--- src/rtl/mbank_pkg.sv ---
// Shared definitions for the two-port single-RAM arbiter: default widths and
// the port identifier used by the priority pointer and the read-return tag.
package mbank_pkg;
  localparam int ADDR_W_DEF = 3;
  localparam int DATA_W_DEF = 8;

  typedef enum logic {
    PORT_A = 1'b0,
    PORT_B = 1'b1
  } port_id_e;
endpackage

--- src/rtl/mbank_rr_arb2.sv ---
// Two-way round-robin arbiter: combinational grant from requests and a 1-bit
// priority pointer that moves to the losing side after every grant.
module mbank_rr_arb2
  import mbank_pkg::*;
(
  input  logic     clk,
  input  logic     rst,
  input  logic     req_a_i,
  input  logic     req_b_i,
  output logic     gnt_a_o,
  output logic     gnt_b_o,
  output port_id_e prio_o
);

  port_id_e prio_q;
  port_id_e prio_d;
  logic     gnt_a_s;
  logic     gnt_b_s;

  // Grant selection and next pointer; requests are ignored while in reset.
  always_comb begin
    gnt_a_s = 1'b0;
    gnt_b_s = 1'b0;
    if (rst) begin
      gnt_a_s = 1'b0;
      gnt_b_s = 1'b0;
    end else if (req_a_i && req_b_i) begin
      if (prio_q == PORT_A) begin
        gnt_a_s = 1'b1;
      end else begin
        gnt_b_s = 1'b1;
      end
    end else begin
      gnt_a_s = req_a_i;
      gnt_b_s = req_b_i;
    end

    if (gnt_a_s) begin
      prio_d = PORT_B;
    end else if (gnt_b_s) begin
      prio_d = PORT_A;
    end else begin
      prio_d = prio_q;
    end
  end

  // Priority pointer register.
  always_ff @(posedge clk or posedge rst) begin
    if (rst) begin
      prio_q <= PORT_A;
    end else begin
      prio_q <= prio_d;
    end
  end

  assign gnt_a_o = gnt_a_s;
  assign gnt_b_o = gnt_b_s;
  assign prio_o  = prio_q;

endmodule

--- src/rtl/mbank_port_arbiter.sv ---
// Shares one single-port RAM between ports A and B: round-robin grant, RAM
// request muxing, and routing of read data back to the port that asked.
module mbank_port_arbiter
  import mbank_pkg::*;
#(
  parameter int ADDR_W = ADDR_W_DEF,
  parameter int DATA_W = DATA_W_DEF
) (
  input  logic              clk,
  input  logic              rst,
  input  logic              a_req,
  input  logic              a_we,
  input  logic [ADDR_W-1:0] a_addr,
  input  logic [DATA_W-1:0] a_wdata,
  output logic              a_gnt,
  output logic              a_rvalid,
  output logic [DATA_W-1:0] a_rdata,
  input  logic              b_req,
  input  logic              b_we,
  input  logic [ADDR_W-1:0] b_addr,
  input  logic [DATA_W-1:0] b_wdata,
  output logic              b_gnt,
  output logic              b_rvalid,
  output logic [DATA_W-1:0] b_rdata,
  output logic              ram_en,
  output logic              ram_we,
  output logic [ADDR_W-1:0] ram_addr,
  output logic [DATA_W-1:0] ram_din,
  input  logic [DATA_W-1:0] ram_dout
);

  port_id_e          prio_s;
  logic              rd_pend_q;
  logic              rd_pend_d;
  port_id_e          rd_port_q;
  port_id_e          rd_port_d;
  logic [DATA_W-1:0] a_hold_q;
  logic [DATA_W-1:0] b_hold_q;

  mbank_rr_arb2 u_arb (
    .clk     (clk),
    .rst     (rst),
    .req_a_i (a_req),
    .req_b_i (b_req),
    .gnt_a_o (a_gnt),
    .gnt_b_o (b_gnt),
    .prio_o  (prio_s)
  );

  // RAM request mux plus tag of the read (if any) issued this cycle.
  always_comb begin
    ram_en    = 1'b0;
    ram_we    = 1'b0;
    ram_addr  = '0;
    ram_din   = '0;
    rd_pend_d = 1'b0;
    rd_port_d = PORT_A;
    if (a_gnt) begin
      ram_en    = 1'b1;
      ram_we    = a_we;
      ram_addr  = a_addr;
      ram_din   = a_wdata;
      rd_pend_d = !a_we;
      rd_port_d = PORT_A;
    end else if (b_gnt) begin
      ram_en    = 1'b1;
      ram_we    = b_we;
      ram_addr  = b_addr;
      ram_din   = b_wdata;
      rd_pend_d = !b_we;
      rd_port_d = PORT_B;
    end else begin
      ram_en    = 1'b0;
      rd_pend_d = 1'b0;
    end
  end

  // Pending-read tag; an async reset drops any read in flight.
  always_ff @(posedge clk or posedge rst) begin
    if (rst) begin
      rd_pend_q <= 1'b0;
      rd_port_q <= PORT_A;
    end else begin
      rd_pend_q <= rd_pend_d;
      rd_port_q <= rd_port_d;
    end
  end

  assign a_rvalid = rd_pend_q && (rd_port_q == PORT_A);
  assign b_rvalid = rd_pend_q && (rd_port_q == PORT_B);

  // Last returned data per port, shown whenever that port has no fresh read.
  always_ff @(posedge clk or posedge rst) begin
    if (rst) begin
      a_hold_q <= '0;
      b_hold_q <= '0;
    end else begin
      if (a_rvalid) begin
        a_hold_q <= ram_dout;
      end
      if (b_rvalid) begin
        b_hold_q <= ram_dout;
      end
    end
  end

  assign a_rdata = a_rvalid ? ram_dout : a_hold_q;
  assign b_rdata = b_rvalid ? ram_dout : b_hold_q;

endmodule

--- config.mk ---
export PLATFORM = sky130hd
export DESIGN_NAME = mbank_port_arbiter
export DESIGN_NICKNAME = d
export VERILOG_FILES = /design/src/rtl/mbank_pkg.sv /design/src/rtl/mbank_rr_arb2.sv /design/src/rtl/mbank_port_arbiter.sv
export SDC_FILE = /design/constraint.sdc
export NUM_CORES = 1
export LEC_CHECK = 0
export ABC_CLOCK_PERIOD_IN_PS = 2000
export CAP_MARGIN = 30
export CORE_ASPECT_RATIO = 1.5
export CORE_MARGIN = 10
export CORE_UTILIZATION = 34
export DETAILED_ROUTE_END_ITERATION = 12
export HOLD_SLACK_MARGIN = 0.12
export PLACE_DENSITY_LB_ADDON = 0.12
export REMOVE_ABC_BUFFERS = 1
export SLEW_MARGIN = 30
export SYNTH_ARGS = -nofsm -noshare
export SYNTH_HDL_FRONTEND = slang
export SYNTH_SLANG_ARGS = --single-unit
--- constraint.sdc ---
create_clock -name clk -period 2 [get_ports clk]
set_input_delay 0.4 -clock clk [delete_from_list [all_inputs] [get_ports clk]]
set_output_delay 0.4 -clock clk [all_outputs]
set_load 0.005 [all_outputs]
==> impl_metrics.env <==
export IMPL_finClkSkew_ns=0.000649
export IMPL_ys_seq_elements=19
export IMPL_crit_fanout=7
export IMPL_yosys_area_top_type="dfrtp_1"
export IMPL_gr_total_overflow=0
export IMPL_reg2reg_from="rd_port_q"
export IMPL_n_antenna_cell=0
export IMPL_clkPwrFrac_pct=18.8
export IMPL_synth_cells=82
export IMPL_clkSinkCount=19
export IMPL_finalCriticalPeriod_ns=1.93
export IMPL_status="finished clean"
export IMPL_drive_above_1_share_pct=29.2
export IMPL_avgSynthCellArea_sq_um=11.7
export IMPL_p_leak_nw=0.893
export IMPL_via_per_inst=4.82
export IMPL_dieArea_sq_um=5390
export IMPL_async_flop_share_pct=100
export IMPL_synth_edf_count=0
export IMPL_fin_nets=205
export IMPL_ys_seq_area_share_pct=49.6
export IMPL_grt_util_all_layers_pct=11.5
export IMPL_p_per_area_nw_per_um2=708
export IMPL_worst_pin_slew_ns=0.253
export IMPL_r2r_setup_slack_ns=0.76
export IMPL_pwr_share_comb_pct=41.4
export IMPL_final_core_util_pct=69.8
export IMPL_rsz0062_at_grt="false"
export IMPL_irDropWorstVdd_v=0.000339
export IMPL_io_pins=69
export IMPL_drv_cap=0
export IMPL_mostFrequentLayoutCell="clkdlybuf4s50_1"
export IMPL_crit_type="flop to output port"
export IMPL_syn_area_sq_um=958
export IMPL_critPathArrivalTime_ns=1.53
export IMPL_cts_root_buf="clkbuf_8"
export IMPL_start_kind="flop"
export IMPL_finalPower_mw=1.32
export IMPL_synth_top_area_share_pct=49.6
export IMPL_hold_depth=1
export IMPL_start_util_pct=35.8
export IMPL_r2r_cells=4
export IMPL_grt_pass1_wl_microns=5100
export IMPL_grt_max_degree=22
export IMPL_cpMaxStageDelayCell="dfrtp_2"
export IMPL_path_cells="nand2b_4 > buf_12 > a32oi_2 > nor2_1 > dlygate4sd2_1"
export IMPL_fillers=233
export IMPL_timing_final_crit_share_pct=96.3
export IMPL_drt_wl_total_microns=3200
export IMPL_route_vias_total=989
export IMPL_drtPass1Iterations=4
export IMPL_hold_violations=0
export IMPL_tritoncts="yes"
export IMPL_clock_latency_ns=0.24
export IMPL_p_switching_mw=0.343
export IMPL_hold_class="flop to flop"
export IMPL_slew_headroom_pct=83.1
export IMPL_fp_dieW_microns=63.4
export IMPL_synth_cell_types=17
export IMPL_core_area_sq_um=2680
export IMPL_drtIter0Drc=3
export IMPL_grt_pass1_vias=1112
export IMPL_crit_required_ns=1.60
export IMPL_die_y_microns=85.0
export IMPL_synth_area_leaders="dfrtp_1 50%, mux2_2 19%, a32oi_1 11%"
export IMPL_final_cell_mix="34 x clkdlybuf4s50_1, 24 x dlygate4sd2_1, 17 x nor2_1, 17 x dfrtp_1"
export IMPL_path_clk_slew_ns=0.06
export IMPL_area_delta_synth_final_pct=94.9
export IMPL_postCtsHoldBufs=0
export IMPL_clk_path_buf_depth=2
export IMPL_sw_frac_of_total_pct=25.9
export IMPL_report_final_slew_viol_count=0
export IMPL_post_route_drc_count=0
export IMPL_numPortBuffers=68
export IMPL_antenna_found_initial=0
export IMPL_power_internal_mw=0.980
export IMPL_p_seq_share_pct=39.8
export IMPL_dp_hpwl_microns=2660
export IMPL_setup_viol=0
export IMPL_endpoint_kind="output port"
export IMPL_rr_endpoint="a_hold_q[3]"
export IMPL_detail_route_wl_per_cell_microns=15.6
export IMPL_gp_congestion=0.686
export IMPL_ant_nets=0
export IMPL_critical_path_max_stage_delay_ns=0.44
export IMPL_whs_endpoint="b_hold_q[7]"
export IMPL_min_from="b_hold_q[7]"
export IMPL_core_rowCount=23
export IMPL_cts_made_buffers=3
export IMPL_cts_htree_levels=1
export IMPL_yosysWarnings=0
export IMPL_synth_ff_type="dfrtp_1"
export IMPL_fmax_mhz=519
==> Yosys cell counts, types with 2 or more instances <==
master	count
dfrtp_1	19
nor2_1	17
mux2_2	16
a32oi_1	12
nand2_1	3
buf_2	2
buf_6	2
inv_1	2
==> sequential cells by signal (all words and copies together), names as in the netlist <==
signal	flops
rd_port_q	1
rd_pend_q	1
b_hold_q	8
u_arb.prio_o	1
a_hold_q	8
==> cells by family (layout without fill, tap and decap cells) <==
logic type,Yosys count,count (layout),share of synthesized area (%)
simple gates,23,23,10.7
flops,19,19,49.6
compound gates,16,16,14.9
mux,16,16,18.8
buf+inv,8,94,6.00
==> through the flow <==
| stage | setup slack (ns) | cell area (sq um) | hold slack [ns] | std cells | TNS (ns) |
|---|---|---|---|---|---|
| 2_1_floorplan | 0.360 | 908 | 0.373 | 76 | 0 |
| 3_3_place_gp | -0.281 | 1720 | 0.478 | 191 | -3.94 |
| 3_5_place_dp | -0.326 | 1720 | 0.484 | 191 | -4.33 |
| 4_1_cts | -0.0872 | 1800 | 0.496 | 201 | -0.0872 |
| 5_1_grt | 0.00495 | 1870 | 0.509 | 205 | 0 |
| 6_report | 0.0743 | 1870 | 0.492 | 205 | 0 |
==> layout make-up <==
type	instances	area (sq um)	share of cell area [%]
clock buffers	4	45.0	2.41
well taps	37	46.3	2.48
repair buffers	88	836	44.7
flip-flops and latches	19	478	25.6
multi-input cells	55	455	24.4
inverters	2	7.51	0.402
==> power by group through the flow <==
| stage | clock, mW | combinational [mW] | sequential, mW |
|---|---|---|---|
| finish | 0.249 | 0.548 | 0.526 |
| global route | 0.278 | 0.600 | 0.539 |
| CTS | 0.264 | 0.542 | 0.526 |
| detailed placement | 0 | 0.605 | 0.531 |
| global placement | 0 | 0.592 | 0.523 |
| floorplan | 0 | 0.208 | 0.519 |
==> worst max-delay path, delay by kind of cell, from the launching register on <==
kind	cells	cell delay [ns]
DFF	1	0.44
buffers and inverters	2	0.40
and+or+nand+nor	2	0.23
AOI/OAI and AO/OA	1	0.21
==> how the worst max path moves through the flow <==
stage,startpoint,end,slack (ns),cells past startpoint
after detailed placement,a_req,ram_addr[1],-0.33,6
after global routing,rd_port_q,b_rdata[1],0.005,4
after floorplan,rd_port_q,a_rdata[0],0.36,2
after CTS,rd_port_q,b_rdata[5],-0.09,3
final,u_arb.prio_o,ram_we,0.07,5
after global placement,a_req,ram_din[1],-0.28,6
==> metal layers <==
| metal | global-route usage (%) | share of wire, % | up-vias |
|---|---|---|---|
| li1 | - | - | 468 |
| met1 | 10.2 | 34 | 457 |
| met2 | 19.2 | 48 | 60 |
| met3 | 8.03 | 16 | 4 |
| met4 | 5.99 | 1.5 | 0 |
| met5 | 0 | 0 | - |
==> what timing repair did <==
item	CTS	global route
resized for setup	45	14
endpoints found under the setup margin	31	14
buffers inserted	6	4
gates cloned	0	0
hold endpoints to repair	0	0
pin swaps	0	1
Note: power is estimated with default switching activity, not from simulation.
